## src/rtl/m_sync_fifo_pkg.sv

```systemverilog
// m_sync_fifo_pkg: shared defaults, sticky-flag bit positions and transfer-kind encoding for the FIFO library
package m_sync_fifo_pkg;
   localparam int DEF_WIDTH = 8;
   localparam int DEF_DEPTH = 4;
   localparam int STICKY_W = 2;
   localparam int OVF_BIT = 0;
   localparam int UDF_BIT = 1;
   typedef enum logic [1:0] {
      OP_IDLE = 2'b00,
      OP_POP  = 2'b01,
      OP_PUSH = 2'b10,
      OP_BOTH = 2'b11
   } op_e;
endpackage

```

## src/rtl/m_ff.sv

```systemverilog
// m_ff: enabled D register with optional asynchronous active-low reset
module m_ff #(
   parameter int WIDTH = 1,
   parameter bit RST_N_EN = 1'b1,
   parameter logic [WIDTH-1:0] RESET_VAL = '0
) (
   input  logic             clk,
   input  logic             rst_n,
   input  logic             en,
   input  logic [WIDTH-1:0] d,
   output logic [WIDTH-1:0] q
);
   if (RST_N_EN) begin : g_rst
      always_ff @(posedge clk or negedge rst_n)
         if (!rst_n) q <= RESET_VAL;
         else if (en) q <= d;
   end else begin : g_nrst
      logic unused_rst_n;
      assign unused_rst_n = rst_n;
      always_ff @(posedge clk)
         if (en) q <= d;
   end
endmodule

```

## src/rtl/m_fifo_ptr.sv

```systemverilog
// m_fifo_ptr: pointer over 0..DEPTH-1 that wraps by explicit compare, so DEPTH need not be a power of two
module m_fifo_ptr #(
   parameter int DEPTH = 4,
   localparam int PTR_W = $clog2(DEPTH)
) (
   input  logic             clk,
   input  logic             rst_n,
   input  logic             inc,
   output logic [PTR_W-1:0] ptr
);
   logic [PTR_W-1:0] ptr_d;
   assign ptr_d = (ptr == PTR_W'(DEPTH - 1)) ? '0 : ptr + 1'b1;
   m_ff #(.WIDTH(PTR_W), .RST_N_EN(1'b1), .RESET_VAL('0)) u_ptr (
      .clk(clk), .rst_n(rst_n), .en(inc), .d(ptr_d), .q(ptr)
   );
endmodule

```

## src/rtl/m_sync_fifo.sv

```systemverilog
// m_sync_fifo: single-clock first-word-fall-through FIFO built from m_ff storage, pointers, count and sticky error flags
module m_sync_fifo
   import m_sync_fifo_pkg::*;
#(
   parameter int WIDTH = DEF_WIDTH,
   parameter int DEPTH = DEF_DEPTH,
   localparam int CNT_W = $clog2(DEPTH + 1),
   localparam int PTR_W = $clog2(DEPTH)
) (
   input  logic             clk,
   input  logic             rst_n,
   input  logic             push,
   input  logic [WIDTH-1:0] push_data,
   input  logic             pop,
   output logic [WIDTH-1:0] pop_data,
   output logic             full,
   output logic             empty,
   output logic [CNT_W-1:0] count,
   output logic             overflow,
   output logic             underflow
);
   logic [PTR_W-1:0] wr_ptr, rd_ptr;
   logic [CNT_W-1:0] count_d;
   logic [STICKY_W-1:0] sticky, sticky_set;
   logic [WIDTH-1:0] mem [DEPTH];
   logic push_ok, pop_ok;
   op_e op;
   // Acceptance looks only at registered flags, never at the partner request.
   assign full = count == CNT_W'(DEPTH);
   assign empty = count == '0;
   assign push_ok = push & ~full;
   assign pop_ok = pop & ~empty;
   assign op = op_e'({push_ok, pop_ok});
   assign count_d = (op == OP_PUSH) ? count + 1'b1 : count - 1'b1;
   always_comb begin
      sticky_set = '0;
      sticky_set[OVF_BIT] = push & full;
      sticky_set[UDF_BIT] = pop & empty;
   end
   m_fifo_ptr #(.DEPTH(DEPTH)) u_wr_ptr (.clk(clk), .rst_n(rst_n), .inc(push_ok), .ptr(wr_ptr));
   m_fifo_ptr #(.DEPTH(DEPTH)) u_rd_ptr (.clk(clk), .rst_n(rst_n), .inc(pop_ok), .ptr(rd_ptr));
   m_ff #(.WIDTH(CNT_W), .RST_N_EN(1'b1), .RESET_VAL('0)) u_count (
      .clk(clk), .rst_n(rst_n), .en(push_ok ^ pop_ok), .d(count_d), .q(count)
   );
   m_ff #(.WIDTH(STICKY_W), .RST_N_EN(1'b1), .RESET_VAL('0)) u_sticky (
      .clk(clk), .rst_n(rst_n), .en(1'b1), .d(sticky | sticky_set), .q(sticky)
   );
   assign overflow = sticky[OVF_BIT];
   assign underflow = sticky[UDF_BIT];
   for (genvar i = 0; i < DEPTH; i++) begin : g_ent
      m_ff #(.WIDTH(WIDTH), .RST_N_EN(1'b0)) u_ent (
         .clk(clk), .rst_n(rst_n), .en(push_ok && wr_ptr == PTR_W'(i)), .d(push_data), .q(mem[i])
      );
   end
   assign pop_data = mem[rd_ptr];
   a_known_req: assert property (@(posedge clk) disable iff (!rst_n) !$isunknown({push, pop}));
endmodule
```

## config.mk

```make
export PLATFORM = sky130hd
export DESIGN_NAME = m_sync_fifo
export DESIGN_NICKNAME = d
export VERILOG_FILES = /design/src/rtl/m_sync_fifo_pkg.sv /design/src/rtl/m_ff.sv /design/src/rtl/m_fifo_ptr.sv /design/src/rtl/m_sync_fifo.sv
export SDC_FILE = /design/constraint.sdc
export NUM_CORES = 1
export LEC_CHECK = 0
export ABC_AREA = 1
export CORE_MARGIN = 5
export CORE_UTILIZATION = 45
export DETAILED_ROUTE_END_ITERATION = 6
export GPL_ROUTABILITY_DRIVEN = 0
export GPL_TIMING_DRIVEN = 0
export PLACE_DENSITY_LB_ADDON = 0.08
export RECOVER_POWER = 50
export SYNTH_ARGS = -nofsm -noshare
export SYNTH_HDL_FRONTEND = slang
export SYNTH_HIERARCHICAL = 1
export SYNTH_SLANG_ARGS = --single-unit
```

## constraint.sdc

```tcl
create_clock -name clk -period 3.7 [get_ports clk]
set_clock_uncertainty 0.1 [all_clocks]
set_input_delay 0.925 -clock clk [delete_from_list [all_inputs] [get_ports clk]]
set_output_delay 0.925 -clock clk [all_outputs]
set_load 0.005 [all_outputs]
```

==> results of run 1 <==
==> placed cells by master (no fill, tap or decap), drive strengths merged <==
cell	instances
dlygate4sd3	11
edfxtp	32
nor2	7
clkbuf	8
nand2	82
conb	3
fa	1
buf	4
ha	3
dfrtp	9
clkdlybuf4s50	15
nand3	19
inv	51
==> routing by layer <==
layer	wire length [um]	vias to the layer above
li1	-	692
met1	1390	540
met2	1570	29
met3	162	5
met4	54	0
met5	0	-
==> metrics by stage <==
stage | util, % | hold WS (ns) | std cells | total power [mW]
2_1_floorplan | - | 0.361 | 211 | 1.13
3_3_place_gp | 55.1 | 0.385 | 287 | 1.46
3_5_place_dp | 55.1 | 0.384 | 287 | 1.47
4_1_cts | 57.3 | 0.402 | 295 | 1.76
5_1_grt | 57.3 | 0.484 | 295 | 1.89
6_report | 57.3 | 0.399 | 295 | 1.72
==> kinds of logic (layout without fill, tap and decap cells) <==
family / Yosys count / count (layout)
other: 1 / 3
AND/OR/NAND/NOR: 108 / 108
buffers and inverters: 55 / 89
adder cells (fa/ha/maj): 4 / 4
flip-flops: 41 / 41
==> Yosys cell counts, drive strengths merged <==
| cell | number |
|---|---|
| ha | 3 |
| nand2 | 82 |
| conb | 1 |
| nor2 | 7 |
| fa | 1 |
| nand3 | 19 |
| buf | 4 |
| edfxtp | 32 |
| inv | 51 |
| dfrtp | 9 |
==> registers in the layout, summed over array words and instances (netlist names) <==
register	count
u_rd_ptr/u_ptr/q	2
u_count/q	3
u_wr_ptr/u_ptr/q	2
g_ent.u_ent/q	32
u_sticky/q	2
==> where the power goes <==
part	switching, mW	internal (mW)
registers	0.0683	0.622
logic	0.393	0.357
clock network	0.131	0.152
total	0.592	1.13
==> layout make-up <==
| type | instances | share of cell area (%) |
|---|---|---|
| buffer | 4 | 1.51 |
| tap | 50 | 2.69 |
| sequential | 41 | 51.0 |
| multi-input combinational | 115 | 21.4 |
| inverter | 51 | 8.34 |
| clock buffer | 8 | 3.87 |
| timing repair buffer | 26 | 11.2 |
==> critical path: cells and delay by family, from the launching register on <==
kind                   cells  cell delay [ns]
buffers and inverters      3             0.96
DFF                        1             0.40
and+or+nand+nor            2             0.19
==> worst min-delay path by stage <==
stage                                to
floorplan           u_rd_ptr/u_ptr/q[1]
global placement    u_rd_ptr/u_ptr/q[1]
detailed placement  u_rd_ptr/u_ptr/q[1]
CTS                 u_rd_ptr/u_ptr/q[1]
global route        u_rd_ptr/u_ptr/q[1]
finish              u_rd_ptr/u_ptr/q[1]
==> metrics.yaml, run 1 <==
status: "finished clean"
synth_cell_type_count: 14
cpPeakStageDelay_ns: 0.51
maxSlewViolCount: 0
yosysSeqAreaShare_pct: 62.2
ys_ff_latch: 41
n_fill_cell: 363
endpoint: "pop_data[6]"
synthCells: 209
worstPathRequired_ns: 2.67
clockRootBuffer: "clkbuf_8"
drc_errors: 0
grt_use_total_pct: 13.5
synth_top_family_by_area: "simple AND/OR/NAND/NOR gates"
fmax_mhz: 351
synthTopCellsByArea: "edfxtp_1 50%, nand2_1 16%, dfrtp_1 12%"
worst_pin_slew_ns: 0.777
drive_gt1_share_pct: 4.49
hold_violations: 0
dieArea_sq_um: 5640
vdd.ir_drop.worst_mv: 0.349
worstSetupEndpointType: "primary output"
final_area_sq_um: 2330
final.period_utilization_pct: 77.1
post-cts-setup-buffers: 0
cp_max_fo: 9
slew_headroom_pct: 48.0
cts_sinks: 41
rsz0062_at_grt: "false"
yosys_warnings: 6
synth_simple_gate_area_share_pct: 22.5
initial_core_util_pct: 47.0
synthMuxAreaShare_pct: 0
die_w_um: 75.1
portBuffers: 26
grt.met2_usage_pct: 23.2
grt.met1_usage_pct: 15.9
cts-buffers-inserted: 5
synth_compound_area_share_pct: 0
r2r_end: "u_count/q[2]"
max_cap_viol_count: 0
placed_area_sq_um: 2240
synthXorXnorAreaFrac_pct: 0
n_antenna_cell: 0
pin_count: 27
powerDensity_nw_per_um2: 741
setup_slack_ns: 0.848
dp_slack_ns: 0.847
cts-hold-fix-buffers: 0
worstSetupStartpointType: "register"
synth_top_cell_by_area: "edfxtp_1"
holdCritPathClass: "reg -> reg"
drtIter0Drc: 86
netlist.area_leader.share_pct: 50.4
core_sq_um: 4060
syn_to_final_growth_pct: 22.1
setup_tns_ns: 0
min_path_cells: 2
place_hpwl_um: 2240
wirelength_um: 3180
rrSetupSlack_ns: 1.63
clk_latency_ns: 0.28
die_y_um: 75.1
crit_path_cell_trace: "buf_2, inv_1, nand3_1, nand2_1, clkdlybuf4s50_1"
cts_buffer_depth: 2
ant_nets: 0
grt_pass1_vias: 1239
grt.busiest_layer: "met2"
arrival_ns: 1.83
reg2reg_from: "u_count/q[0]"
critPathKind: "reg -> out"
wl_per_cell_um: 10.8
cts_tree: "done"
synth_area_sq_um: 1910
crit_slowest_cell: "clkdlybuf4s50_1"
layout_min_cycle_time_ns: 2.85
cts.clk_slew.worst_paths_ns: 0.07
ctsHtreeMaxLevel: 2
cts_resized: 0
row_count: 23
leakage_nw: 1.16
grt_overflow_total: 0
synth_area_per_cell_sq_um: 9.12
setup_viol_count_final: 0
synthAdderAreaFrac_pct: 3.02
final_nets: 260
grt_start_max_net_pins: 13
r2r_cells: 14
grt_antenna_before_repair: 0
grt_first_pass_wirelength_um: 5510
min-delay-start: "u_rd_ptr/u_ptr/q[1]"
drtPass1Iterations: 4
vias_per_cell: 4.29
regArea_sq_um: 1190
critical_path.startpoint: "u_rd_ptr/u_ptr/q[1]"
multi_input_area_sq_um: 498
use_met3_pct: 3.60
vias: 1266
No activity file was read; power rests on OpenSTA's default activity.
==> run 2, diff against run 1 <==
==> constraint.sdc (replaced) <==
create_clock -name clk -period 2.7 [get_ports clk]
set_clock_uncertainty 0.1 [all_clocks]
set_input_delay 0.675 -clock clk [delete_from_list [all_inputs] [get_ports clk]]
set_output_delay 0.675 -clock clk [all_outputs]
set_load 0.005 [all_outputs]
==> metrics.yaml, run 2 (synthesis gave the netlist of run 1 again) <==
status: "finished clean"  # unchanged
rsz0062_at_grt: "false"  # unchanged
final_nets: 260  # unchanged
pin_count: 27  # unchanged
cts-buffers-inserted: 5  # unchanged
row_count: 23  # unchanged
syn_to_final_growth_pct: 22.4  # was 22.1%
largest-register: "g_ent.u_ent/q"  # unchanged
drtPass1Iterations: 4  # unchanged
layout_min_cycle_time_ns: 2.53
portBuffers: 26  # unchanged
arrival_ns: 1.75  # was 1.83 ns
rrSetupSlack_ns: 0.63  # was 1.63 ns
cts_resized: 0  # unchanged
ant_nets: 0  # unchanged
core_sq_um: 4060  # unchanged
hold_slack_ns: 0.403  # was 0.399 ns
cts-hold-fix-buffers: 0  # unchanged
die_y_um: 75.1  # unchanged
setup_viol_count_final: 0  # unchanged
worstSetupEndpointType: "primary output"  # unchanged
hold_violations: 0  # unchanged
fmax_mhz: 396
post-cts-setup-buffers: 0  # unchanged
worstSetupStartpointType: "register"  # unchanged
holdCritPathClass: "reg -> reg"  # unchanged
cts_sinks: 41  # unchanged
dieArea_sq_um: 5640  # unchanged
grt_antenna_before_repair: 0  # unchanged
final.period_utilization_pct: 93.6
final_common_cell: "nand2_1"  # unchanged
top_regs: "g_ent.u_ent/q: 32 flops, u_count/q: 3 flops"  # unchanged
vias: 1268  # was 1266
grt_start_max_net_pins: 13  # unchanged
n_antenna_cell: 0  # unchanged
initial_core_util_pct: 47.0  # unchanged
clockRootBuffer: "clkbuf_8"  # unchanged
grt_use_total_pct: 13.5  # unchanged
largest_reg_flops: 32  # unchanged
cts_tree: "done"  # unchanged
fin_cells: 295  # unchanged
powerDensity_nw_per_um2: 1020  # was 741 nW/um^2
place_hpwl_um: 2240  # unchanged
grt_pass1_vias: 1239  # unchanged
drc_errors: 0  # unchanged
wirelength_um: 3170  # was 3180 um
clk_latency_ns: 0.28  # about the same
worst_pin_slew_ns: 0.773  # was 0.777 ns
placed_cells: 287  # unchanged
vdd.ir_drop.worst_mv: 0.483  # was 0.349 mV
worstPathRequired_ns: 1.92  # was 2.67 ns
layout_common_cells: "82 x nand2_1, 48 x inv_1, 32 x edfxtp_1, 19 x nand3_1, 14 x clkdlybuf4s50_1"  # was 82 x nand2_1, 50 x inv_1, 32 x edfxtp_1, 19 x nand3_1, 15 x clkdlybuf4s50_1
wl_per_cell_um: 10.8  # about the same
cts_buffer_depth: 2  # unchanged
vias_per_cell: 4.30  # was 4.29
drive_gt1_share_pct: 5.31  # was 4.49%
grt_overflow_total: 0  # unchanged
slew_headroom_pct: 48.3  # was 48.0%
die_w_um: 75.1  # unchanged
cp_max_fo: 10  # was 9
grt_first_pass_wirelength_um: 5510  # unchanged
cts.clk_slew.worst_paths_ns: 0.07  # about the same
ctsHtreeMaxLevel: 2  # unchanged
maxSlewViolCount: 0  # unchanged
max_cap_viol_count: 0  # unchanged
fin_util_pct: 57.5  # was 57.3%
drtIter0Drc: 80  # was 86
critPathKind: "reg -> out"  # unchanged
leakage_nw: 1.16  # about the same
total_power_mw: 2.37  # was 1.72 mW
setup_tns_ns: 0  # unchanged
## run 2: through the flow
stage	instance area [sq um]	worst slack, ns
after floorplan	1910	0.712
after global placement	2240	0.114
after detailed placement	2240	0.0974
after CTS	2330	0.0636
after global routing	2330	0.0622
final	2330	0.173
## run 2: per-layer routing
layer  track usage [%]  vias to the layer above  wire length, um
li1                  -                      693                -
met1              15.9                      539             1390
met2              23.2                       31             1560
met3              3.60                        5              167
met4              5.93                        0               54
met5                 0                        -                0
## run 2: final cells by class
class	count	area (sq um)
plain buffers	4	37.5
clock buffers	8	90.1
fillers	361	1730
inverters	51	198
multi-input cells	115	498
flip-flops and latches	41	1190
well taps	50	62.6
repair buffers	26	260
## run 2: path summary, 6_finish.rpt
| check | start | end | cells after the start |
|---|---|---|---|
| worst max register to register | u_count/q[0] | u_count/q[2] | 14 |
| max in group asynchronous | rst_n | u_wr_ptr/u_ptr/q[0] | 1 |
| min in group asynchronous | rst_n | u_sticky/q[1] | 1 |
| worst min register to register | u_rd_ptr/u_ptr/q[1] | u_rd_ptr/u_ptr/q[1] | 2 |
| worst max-delay path | u_rd_ptr/u_ptr/q[0] | pop_data[6] | 7 |
| worst min-delay path | u_rd_ptr/u_ptr/q[1] | u_rd_ptr/u_ptr/q[1] | 2 |
## run 2: power breakdown
part,switching (mW),total (mW),internal [mW],leakage (nW)
Combinational,0.545,1.04,0.493,0.706
Sequential,0.0936,0.946,0.852,0.404
Clock,0.180,0.388,0.208,0.0455
## run 2: worst max-delay path, stage by stage (launching register included)
cell,delay [ns]
dfrtp_1,0.40
buf_6,0.16
inv_4,0.06
buf_6,0.14
nand2_1,0.06
nand3_1,0.06
nand2_1,0.07
clkdlybuf4s50_1,0.51
